`config.mk`:
```
export PLATFORM = sky130hd
export DESIGN_NAME = csr_file
export DESIGN_NICKNAME = d
export VERILOG_FILES = /design/src/rtl/csr_file.sv
export SDC_FILE = /design/constraint.sdc
export NUM_CORES = 1
export LEC_CHECK = 0
export CAP_MARGIN = 25
export CORE_ASPECT_RATIO = 1.4
export CORE_UTILIZATION = 25
export CTS_BUF_LIST = sky130_fd_sc_hd__clkbuf_8
export CTS_CLUSTER_DIAMETER = 60
export DETAILED_ROUTE_END_ITERATION = 6
export SLEW_MARGIN = 20
export SYNTH_ARGS = -nofsm -noshare
export SYNTH_HDL_FRONTEND = slang
export SYNTH_SLANG_ARGS = --single-unit
```
`constraint.sdc`:
```
create_clock -name clk -period 4.2 [get_ports clk]
set_input_delay 1.26 -clock clk [delete_from_list [all_inputs] [get_ports clk]]
set_output_delay 1.26 -clock clk [all_outputs]
set_load 0.01 [all_outputs]
```
`src/rtl/csr_file.sv`:
```
// csr_file: machine-mode CSR register file, trap/mret sequencing and 64-bit
// cycle/instret counters for the single-cycle rv32i core.
module csr_file #(
  parameter logic [31:0] RESET_MTVEC = 32'h0000_0004
) (
  input  logic        clk,
  input  logic        rst_n,
  input  logic        instr_valid,
  input  logic [31:0] pc,
  input  logic        csr_w,
  input  logic        csr_data_s,
  input  logic [11:0] csr_addr,
  input  logic [31:0] rs1_data,
  input  logic [4:0]  uimm,
  input  logic        ecall,
  input  logic        ebreak,
  input  logic        mret,
  input  logic        irq,
  output logic [31:0] rd_data,
  output logic        redirect,
  output logic [31:0] redirect_pc,
  output logic        kill
);

  localparam logic [11:0] ADDR_MSTATUS   = 12'h300;
  localparam logic [11:0] ADDR_MIE       = 12'h304;
  localparam logic [11:0] ADDR_MTVEC     = 12'h305;
  localparam logic [11:0] ADDR_MSCRATCH  = 12'h340;
  localparam logic [11:0] ADDR_MEPC      = 12'h341;
  localparam logic [11:0] ADDR_MCAUSE    = 12'h342;
  localparam logic [11:0] ADDR_MIP       = 12'h344;
  localparam logic [11:0] ADDR_MCYCLE    = 12'hB00;
  localparam logic [11:0] ADDR_MINSTRET  = 12'hB02;
  localparam logic [11:0] ADDR_MCYCLEH   = 12'hB80;
  localparam logic [11:0] ADDR_MINSTRETH = 12'hB82;

  localparam logic [31:0] CAUSE_MEI    = 32'h8000_000B;
  localparam logic [31:0] CAUSE_ECALL  = 32'h0000_000B;
  localparam logic [31:0] CAUSE_EBREAK = 32'h0000_0003;

  logic        irq_meta_r;
  logic        meip_r;
  logic        mie_r;
  logic        mpie_r;
  logic        meie_r;
  logic [31:0] mtvec_r;
  logic [31:0] mscratch_r;
  logic [31:0] mepc_r;
  logic [31:0] mcause_r;
  logic [63:0] mcycle_r;
  logic [63:0] minstret_r;

  logic        int_take_s;
  logic        exc_s;
  logic        trap_s;
  logic        mret_s;
  logic        csr_we_s;
  logic        retire_s;
  logic [31:0] wdata_s;
  logic [31:0] mstatus_s;
  logic [31:0] trap_cause_s;

  assign int_take_s = instr_valid & meip_r & mie_r & meie_r;
  assign exc_s      = instr_valid & (ecall | ebreak);
  assign trap_s     = int_take_s | exc_s;
  assign mret_s     = instr_valid & mret & ~trap_s;
  assign csr_we_s   = instr_valid & csr_w & ~trap_s & ~mret_s;
  assign retire_s   = instr_valid & ~int_take_s & ~ecall & ~ebreak;
  assign wdata_s    = csr_data_s ? {27'd0, uimm} : rs1_data;
  // MPP is hardwired to machine mode.
  assign mstatus_s  = {19'd0, 2'b11, 3'd0, mpie_r, 3'd0, mie_r, 3'd0};

  // Cause code for a trap taken this cycle; the interrupt outranks exceptions.
  always_comb begin
    trap_cause_s = CAUSE_EBREAK;
    if (int_take_s) begin
      trap_cause_s = CAUSE_MEI;
    end else if (ecall) begin
      trap_cause_s = CAUSE_ECALL;
    end else begin
      trap_cause_s = CAUSE_EBREAK;
    end
  end

  // CSR read mux; shows pre-write state so rd sees the old value.
  always_comb begin
    rd_data = 32'd0;
    case (csr_addr)
      ADDR_MSTATUS:   rd_data = mstatus_s;
      ADDR_MIE:       rd_data = {20'd0, meie_r, 11'd0};
      ADDR_MTVEC:     rd_data = mtvec_r;
      ADDR_MSCRATCH:  rd_data = mscratch_r;
      ADDR_MEPC:      rd_data = mepc_r;
      ADDR_MCAUSE:    rd_data = mcause_r;
      ADDR_MIP:       rd_data = {20'd0, meip_r, 11'd0};
      ADDR_MCYCLE:    rd_data = mcycle_r[31:0];
      ADDR_MCYCLEH:   rd_data = mcycle_r[63:32];
      ADDR_MINSTRET:  rd_data = minstret_r[31:0];
      ADDR_MINSTRETH: rd_data = minstret_r[63:32];
      default:        rd_data = 32'd0;
    endcase
  end

  // PC redirect and kill for traps and mret.
  always_comb begin
    redirect    = 1'b0;
    redirect_pc = 32'd0;
    kill        = 1'b0;
    if (trap_s) begin
      redirect    = 1'b1;
      redirect_pc = mtvec_r;
      kill        = int_take_s;
    end else if (mret_s) begin
      redirect    = 1'b1;
      redirect_pc = mepc_r;
    end else begin
      redirect    = 1'b0;
    end
  end

  // Two-flop synchronizer for the asynchronous external interrupt.
  always_ff @(posedge clk or negedge rst_n) begin
    if (!rst_n) begin
      irq_meta_r <= 1'b0;
      meip_r     <= 1'b0;
    end else begin
      irq_meta_r <= irq;
      meip_r     <= irq_meta_r;
    end
  end

  // Trap state and software-writable CSRs.
  always_ff @(posedge clk or negedge rst_n) begin
    if (!rst_n) begin
      mie_r      <= 1'b0;
      mpie_r     <= 1'b0;
      meie_r     <= 1'b0;
      mtvec_r    <= {RESET_MTVEC[31:2], 2'b00};
      mscratch_r <= 32'd0;
      mepc_r     <= 32'd0;
      mcause_r   <= 32'd0;
    end else if (trap_s) begin
      mepc_r   <= {pc[31:2], 2'b00};
      mcause_r <= trap_cause_s;
      mpie_r   <= mie_r;
      mie_r    <= 1'b0;
    end else if (mret_s) begin
      mie_r  <= mpie_r;
      mpie_r <= 1'b1;
    end else if (csr_we_s) begin
      case (csr_addr)
        ADDR_MSTATUS: begin
          mie_r  <= wdata_s[3];
          mpie_r <= wdata_s[7];
        end
        ADDR_MIE:      meie_r     <= wdata_s[11];
        ADDR_MTVEC:    mtvec_r    <= {wdata_s[31:2], 2'b00};
        ADDR_MSCRATCH: mscratch_r <= wdata_s;
        ADDR_MEPC:     mepc_r     <= {wdata_s[31:2], 2'b00};
        ADDR_MCAUSE:   mcause_r   <= wdata_s;
        default:       ;
      endcase
    end
  end

  // 64-bit cycle and retired-instruction counters; carry into the high half is implicit.
  always_ff @(posedge clk or negedge rst_n) begin
    if (!rst_n) begin
      mcycle_r   <= 64'd0;
      minstret_r <= 64'd0;
    end else begin
      mcycle_r <= mcycle_r + 64'd1;
      if (retire_s) begin
        minstret_r <= minstret_r + 64'd1;
      end
    end
  end

endmodule

```
==> impl_metrics.env <==
export IMPL_vias=12300
export IMPL_core_mm2=0.0521
export IMPL_worstPathCellList="buf_8 -> or4b_4 -> nor4_4 -> buf_4 -> buf_6 -> buf_12 -> a222oi_1 -> nand3_1 -> buf_2"
export IMPL_start_util_pct=25.4
export IMPL_drc_errors=0
export IMPL_dp_slack_ns=-1.10
export IMPL_avgSynthCellArea_um2=9.78
export IMPL_slew_viol_final=0
export IMPL_reg2reg_slack_ns=1.42
export IMPL_antenna_left=0
export IMPL_status="finished, violations left"
export IMPL_cts_root_buf="clkbuf_8"
export IMPL_area_growth_pct=37.2
export IMPL_finalHoldViolCount=0
export IMPL_die_y_um=274
export IMPL_tightest_slew_ns=0.860
export IMPL_vdd_drop_max_uv=209
export IMPL_dieArea_mm2=0.0539
export IMPL_overflow=0
export IMPL_grt_max_degree=80
export IMPL_rsz0062_at_grt="true"
export IMPL_ys_seq_area_share_pct=48.6
export IMPL_power_w=0.00541
export IMPL_finalCritPeriodShare_pct=103
export IMPL_grt_pass1_vias=12500
export IMPL_cpPeakStageDelay_ns=0.55
export IMPL_setup_violations=22
export IMPL_gp_congestion=0.898
export IMPL_synth_area_mm2=0.0132
export IMPL_dp_final_hpwl_um=36100
export IMPL_cts_clk_slew_worst_paths_ns=0.06
export IMPL_synth_edf_count=0
export IMPL_vias_per_cell=5.13
export IMPL_synth_flop_cell="dfrtp_1"
export IMPL_slew_headroom_pct=42.7
export IMPL_yosysTopAreaCell="dfrtp_1"
export IMPL_yosys_top_cells_count="dfrtp_1 (256), nand2_1 (136), nor2_1 (96), nand3_1 (68), a21oi_1 (65)"
export IMPL_htreeDepth=2
export IMPL_worstPathArrival_ns=3.07
export IMPL_fmax_ghz=0.231
export IMPL_final_area_mm2=0.0182
export IMPL_firstDrtPassIters=6
export IMPL_insertion_delay_ns=0.58
export IMPL_synthCells=1354
export IMPL_grt_usage_pct=18.6
export IMPL_grt_pass1_wl_um=76000
export IMPL_slowest_stage="or4b_4"
export IMPL_antenna_found_initial=1
export IMPL_io_buffer_count=151
export IMPL_cts_tree="built"
export IMPL_min_path_type="reg2reg"
export IMPL_synth_seq_cells=257
export IMPL_startpoint_type="input pin"
export IMPL_synthTopCellsByArea="dfrtp_1 (48%), xor2_1 (4.2%), xnor2_1 (4.0%), nand2_1 (3.9%), mux2_2 (2.9%)"
export IMPL_clockBufferDepth=3
export IMPL_synth_top_cell_area_share_pct=48.4
export IMPL_nets=1743
export IMPL_crit_path_end_kind="output port"
export IMPL_worstPathRequired_ns=2.94
export IMPL_place_area_mm2=0.0166
export IMPL_critical_path_class="in2out"
export IMPL_skew_ns=0.0119
export IMPL_yosysMostFrequentCell="dfrtp_1"
export IMPL_worst_slack_ns=-0.126
export IMPL_power_density_mw_per_mm2=298
export IMPL_fin_util_pct=34.8
export IMPL_fp_row_count=99
export IMPL_drive_gt1_share_pct=26.2
export IMPL_clock_sinks=257
export IMPL_ys_types=62
export IMPL_async_flop_share_pct=100
export IMPL_ys_warnings_count=0
export IMPL_drt_initial_drc_count=810
export IMPL_totalWireLength_um=50000
export IMPL_avgRoutedWirePerCell_um=20.9
export IMPL_die_x_um=196
export IMPL_violations="negative setup slack"
export IMPL_finalCriticalPeriod_ns=4.33
export IMPL_cp_max_fo=6
export IMPL_cap_violations=0
export IMPL_cts_made_buffers=40
export IMPL_p_leak_nw=8.15
export IMPL_io_pins=156
==> routing by layer <==
metal | wire [um] | vias up | track usage [%] | part of all wire, %
met1 | 19200 | 6099 | 21.1 | 38
met5 | 0 | - | 0 | 0
met3 | 2500 | 156 | 2.77 | 5.0
li1 | - | 5544 | - | -
met2 | 24900 | 461 | 32.5 | 50
met4 | 3350 | 0 | 11.7 | 6.7
==> sequential cells by signal (all words and copies together), names as in the netlist <==
register    flops
meie_r          1
meip_r          1
mtvec_r        30
mscratch_r     32
irq_meta_r      1
mcycle_r       64
minstret_r     64
mepc_r         30
mie_r           1
mpie_r          1
mcause_r       32
==> worst paths after layout <==
path | from | to | depth (start not counted)
min in group asynchronous | rst_n | irq_meta_r$_DFF_PN0_ | 1
hold reg to reg | irq_meta_r$_DFF_PN0_ | meip_r$_DFF_PN0_ | 0
setup / recovery | csr_addr[7] | rd_data[4] | 9
max in group asynchronous | rst_n | minstret_r[50]$_DFFE_PN0P_ | 2
hold / removal | irq_meta_r$_DFF_PN0_ | meip_r$_DFF_PN0_ | 0
setup reg to reg | mcycle_r[26]$_DFF_PN0_ | mcycle_r[59]$_DFF_PN0_ | 5
==> critical path, delay by kind of cell <==
family / cells / cell delay (ns)
buffers and inverters: 5 / 0.65
AND/OR/NAND/NOR: 3 / 1.01
AO/OA/AOI/OAI: 1 / 0.14
==> logic make-up after synthesis <==
| kind of cell | synth area share [%] |
|---|---|
| AOI/OAI and AO/OA | 15.2 |
| and+or+nand+nor | 19.6 |
| muxes | 4.23 |
| buffers and inverters | 3.87 |
| DFF | 48.6 |
| other | 0.0283 |
| adders and majority gates | 0.189 |
| xor gates and xnor gates | 8.27 |
==> power by group <==
part | switching (W) | internal [W] | leakage [nW] | total (W)
Combinational | 0.000279 | 0.000257 | 4.29 | 0.000536
Clock | 0.00106 | 0.00113 | 0.466 | 0.00220
Sequential | 0.000104 | 0.00257 | 3.39 | 0.00267
Total | 0.00145 | 0.00396 | 8.15 | 0.00541
==> layout make-up <==
cell class                      instances  area, um2
Antenna cell                            1       2.50
Clock buffer                           53        729
Clock inverter                         20       92.6
Fill cell                            5288      34000
Inverter                               30        113
Multi-Input combinational cell        978       6720
Sequential cell                       257       6430
Tap cell                              707        885
Timing Repair Buffer                  344       3190
==> through the flow <==
step / hold WS (ns) / TNS, ns / cells
finish: 0.354 / -1.31 / 2390
global route: 0.381 / -1.99 / 2390
CTS: 0.357 / -1.84 / 2386
detailed placement: 0.343 / -39.32 / 2267
global placement: 0.337 / -39.66 / 2267
floorplan: 0.331 / 0 / 1355
==> timing repair <==
item,4_1_cts,5_1_grt
setup endpoints to repair,63,37
setup buffers,43,6
resized for setup,386,36
pin swaps,64,26
hold buffers,0,0
cloned,4,0
==> cell usage in the layout (no fill, tap or decap), drive strengths merged, types with 4 or more instances in the layout <==
cell           netlist  final
and2                 4      4
a221oi               8      8
clkbuf              53     53
o22ai                6      6
mux2                40     40
a21oi               65     65
clkdlybuf4s15        0      5
a22o                43     43
a222oi              21     21
nor2                96     96
o21ai               65     65
and4                 8      8
nand3               69     69
or2                  4      4
nor4                40     40
or3                  4      4
inv                 30     40
xnor2               61     61
or4                  4      4
clkdlybuf4s50        0     73
mux2i               11     11
nand4               34     34
dfrtp              256    256
nor3                46     46
o211ai               5      5
clkinv               0      8
a32oi               17     17
buf                 37    261
nand2b              29     29
nand2              136    136
a22oi               45     45
and3                13     13
xor2                64     64
nor4b                4      4
a31oi                4      4
Note: power is estimated with default switching activity, not from simulation.
==> RTL edit 1: new RTL, same flow settings <==
Reset style: synchronous (`rst_n`), changed in 3 clocked blocks. Comments in the files are not updated.
--- a/src/rtl/csr_file.sv
+++ b/src/rtl/csr_file.sv
@@ -121,3 +121,3 @@
   // Two-flop synchronizer for the asynchronous external interrupt.
-  always_ff @(posedge clk or negedge rst_n) begin
+  always_ff @(posedge clk) begin
     if (!rst_n) begin
@@ -132,3 +132,3 @@
   // Trap state and software-writable CSRs.
-  always_ff @(posedge clk or negedge rst_n) begin
+  always_ff @(posedge clk) begin
     if (!rst_n) begin
@@ -166,3 +166,3 @@
   // 64-bit cycle and retired-instruction counters; carry into the high half is implicit.
-  always_ff @(posedge clk or negedge rst_n) begin
+  always_ff @(posedge clk) begin
     if (!rst_n) begin
Behaviour: not the same (a bounded check fails within 4 cycles, from zero or initial values and one cycle with rst_n low; the reset may be asserted at any time).
==> RTL edit 1 against the original RTL <==
The flow finishes with violations (design-rule violations, negative setup slack). Routed wire length up 11%. Sequential cell count unchanged. Total power down 4.2%. Die area down 1.4%. Design area down 1.9%. Setup slack worse by 0.067 ns. Register-to-register slack worse by 0.04 ns. Synthesized area down 1.4%. Critical path type unchanged.
==> RTL edit 1: results (changes against the original RTL) <==
- The count of routing violations after the opening detailed-route iteration was 1481 (+83%).
- Run status: finished, violations left
- Placed Instances: 2463 (+8.6%)
* Met1 track demand over resource in global routing: 23.5% (+2.5 points)
* Top flip-flop cell by instance count after synthesis: sky130_fd_sc_hd__dfxtp_1
- Int Power: 3.87 mW (-2.3%)
- Largest net degree at the start of global routing: 70 (-13%)
- Proportion of synthesized flip-flops having asynchronous set or reset: 0% (-100 points)
* Fin Clk Skew: 0.0259 ns (+0.0140 ns)
* Startpoint of the worst-slack reg-to-reg timing path: minstret_r[29]
- The final routed DRC violation total came to 9 (+9).
- The final worst setup slack is -0.193 ns (-0.0666 ns).
* Critical Path Slowest Stage Cell: sky130_fd_sc_hd__a222oi_1
- Seq pwr: 2.50 mW (-6%)
- The net count of the finished layout is 2003 (+15%).
- The global routing usage summed across all routing layers came to 20.4% (+1.8 points).
- The commonest cells after synthesis are 296 x sky130_fd_sc_hd__nand2_1, 257 x sky130_fd_sc_hd__dfxtp_1, 161 x sky130_fd_sc_hd__a21oi_1.
- The most critical setup path has its startpoint at csr_addr[8].
- The largest driver fanout on the critical path was 7 (+1).
- Violations in the final reports: design-rule violations, negative setup slack
* Worst Hold Launch: irq_meta_r
* Number of non-filler instances in the completed layout: 2589 (+8.3%)
* Final setup violation count: 17 (-23%)
- Average instance area after synthesis: 7.86 um2 (-20%)
* Sequential cell area fraction in the yosys report: 39.4% (-9.2 points)
* Vias post-DR: 14212 (+16%)
* Combinational fraction of design power: 8.1% (-1.8 points)
-- RTL edit 1: repair_timing --
action,in CTS,in global routing
endpoints found under the setup margin,62,29
setup buffers,44,11
gates resized for setup,313,35
pin swaps,66,36
gates cloned,6,0
-- RTL edit 1: cell families (layout without fill, tap and decap cells) --
group           after synthesis  after routing  share of synthesized area [%]
compound gates              430            430                           22.2
xor+xnor                     54             54                           3.62
fa+ha+maj                     2              2                          0.192
buf+inv                     145            421                           4.50
flops                       257            257                           39.4
mux                          16             16                           1.28
other cells                   1              3                         0.0287
simple gates                756            756                           28.7
-- RTL edit 1: routing by layer --
metal  up-vias  routed length, um  part of all wire, %
li1       6619                  -                    -
met1      6835              21400                   39
met2       611              27500                   50
met3       147               3410                  6.1
met4         0               3110                  5.6
met5         -                  0                    0
-- RTL edit 1: layout make-up --
type | instances | area, um2
fill | 5362 | 33400
timing repair buffer | 331 | 3330
clock buffer | 50 | 688
antenna | 1 | 2.50
multi-input combinational | 1260 | 7620
inverter | 19 | 76.3
tap | 650 | 813
clock inverter | 21 | 150
sequential | 257 | 5140
-- RTL edit 1: per-stage QoR --
| stage | utilization [%] | TNS [ns] | power, mW |
|---|---|---|---|
| final | 34.8 | -1.25 | 5.18 |
| after global routing | 34.8 | -2.76 | 5.34 |
| after CTS | 34.3 | -1.29 | 5.23 |
| after detailed placement | 31.5 | -37.93 | 2.94 |
| after global placement | 31.5 | -37.20 | 2.93 |
| after floorplan | - | 0 | 2.71 |
-- RTL edit 1: worst paths after layout --
check              endpoint  slack (ns)  depth (start not counted)
max             rd_data[24]       -0.19                         10
min                  meip_r        0.43                          1
max reg2reg  minstret_r[59]        1.38                          5
min reg2reg          meip_r        0.43                          1
==> RTL edit 2: new RTL, same flow settings <==
Without the edit above. Register the input `mret` before use, without a reset. The logic sees it one clock later. The other inputs are not delayed to match.
--- a/src/rtl/csr_file.sv
+++ b/src/rtl/csr_file.sv
@@ -40,2 +40,8 @@
 
+  logic mret_q;
+
+  always_ff @(posedge clk) begin
+    mret_q <= mret;
+  end
+
   logic        irq_meta_r;
@@ -65,3 +71,3 @@
   assign trap_s     = int_take_s | exc_s;
-  assign mret_s     = instr_valid & mret & ~trap_s;
+  assign mret_s     = instr_valid & mret_q & ~trap_s;
   assign csr_we_s   = instr_valid & csr_w & ~trap_s & ~mret_s;
Function: changed (Yosys sat finds a counterexample within 4 cycles, from zero or initial values and one cycle with rst_n low).
==> RTL edit 2 against the original RTL <==
The run still ends with negative setup slack left. Sequential cell count rose by 1. Routed wire length rose by 2.1%. Via count fell by 0.46%. Setup slack got worse by 0.026 ns. Design area rose by 3.5%. Synthesized cell count fell by 0.74%. Non-clock buffer count rose by 13. Total power barely moved. Synthesized area fell by 0.14%. Largest power group unchanged.
==> RTL edit 2: results (changes against the original RTL) <==
* Number of fill cells in the layout: 5199 (-1.7%)
- The global placer's final weighted congestion came to 0.899 (+0.10%).
* CP arrival: 3.09 ns (+0.02 ns)
* Worst path max stage delay: 0.59 ns (+0.04 ns)
- The pin count of the biggest net entering global routing came to 97 (+21%).
* Reg2Reg Depth: 9 (+4)
* Placed Instances: 2269 (+0.088%)
* Number of ordinary and repair buffers in the finished layout: 357 (+3.8%)
- Worst setup slack after layout: -0.153 ns (-0.0264 ns)
* Final setup violation count: 30 (+36%)
- The fraction of registers with async set or reset after synthesis is 99.6% (-0.39 points).
* Run status: finished, violations left
- Detailed placer's ending HPWL: 36900 um (+2.0%)
* Global-route wire length before repair: 77000 um (+1.3%)
* Largest cells by area after synthesis: sky130_fd_sc_hd__dfrtp_1 48%, sky130_fd_sc_hd__xnor2_1 4.6%, sky130_fd_sc_hd__nand2_1 4.5%, sky130_fd_sc_hd__xor2_1 3.6%, sky130_fd_sc_hd__o21ai_0 3.5%
- Final non-clock buffer share: 19.0% (+1.5 points)
* Fraction of power spent switching nets: 26.7% (about the same)
* Initial antenna violation count: 2 (+1)
* Average instance area after synthesis: 9.84 um2 (+0.60%)
- Following the worst setup path forward leads to its endpoint at rd_data[23].
- Inverter count of the layout excluding clock inverters: 25 (-17%)
* Accumulated negative setup slack: -2.58 ns (-1.27 ns)
* Leading cell types by count after synthesis: 256 x sky130_fd_sc_hd__dfrtp_1, 159 x sky130_fd_sc_hd__nand2_1, 92 x sky130_fd_sc_hd__o21ai_0
* Number of combinational gates with multiple inputs: 985 (+0.72%)
* Total of flip-flops plus latches after synthesis: 258 (+0.39%)
* Int Power: 3.96 mW (about the same)
- Overall die width: 196 um (about the same)
- Amount of wire on met3 after detailed routing: 2800 um (+12%)
* Smallest hold slack: 0.355 ns (+0.000987 ns)
- Leakage component of the power: 8.54 nW (+4.8%)
* Sequential cell area fraction in the yosys report: 48.8% (+0.22 points)
- Mux contribution to synthesized area: 5.83% (+1.6 points)
- Startpoint of the worst-slack reg-to-reg timing path: meip_r
* Layout cell share with drive strength beyond 1: 27.2% (+0.95 points)
- Vias post-DR: 12203 (-0.46%)
* Cell area reported after detailed placement: 16600 um2 (+0.50%)
- Violations in the final reports: negative setup slack
- CP Max Fanout: 4 (-2)
- The detailed-routed wire length on met2 came to 25700 um (+2.9%).
- The relative area of clock buffers and inverters in the final design came to 4.27% (-0.25 points).
## RTL edit 2: timing repair
action / 4_1_cts / 5_1_grt
endpoints found under the setup margin: 62 / 40
gates resized for setup: 391 / 52
setup buffers: 52 / 17
gates cloned: 4 / 1
pin swaps: 70 / 34
## RTL edit 2: per-layer routing
layer | vias up | global-route usage, %
met5 | - | 0
met2 | 462 | 33.3
met4 | 2 | 10.7
li1 | 5497 | -
met3 | 164 | 2.89
met1 | 6078 | 21.7
## RTL edit 2: worst reg2reg max path, stage by stage (launching register included)
cell,delay [ns]
sky130_fd_sc_hd__dfrtp_1,0.46
sky130_fd_sc_hd__nand3_1,0.27
sky130_fd_sc_hd__a21boi_4,0.25
sky130_fd_sc_hd__buf_12,0.16
sky130_fd_sc_hd__buf_4,0.16
sky130_fd_sc_hd__bufbuf_16,0.34
sky130_fd_sc_hd__buf_4,0.17
sky130_fd_sc_hd__nor2_1,0.07
sky130_fd_sc_hd__a2111oi_0,0.40
sky130_fd_sc_hd__a21oi_1,0.09
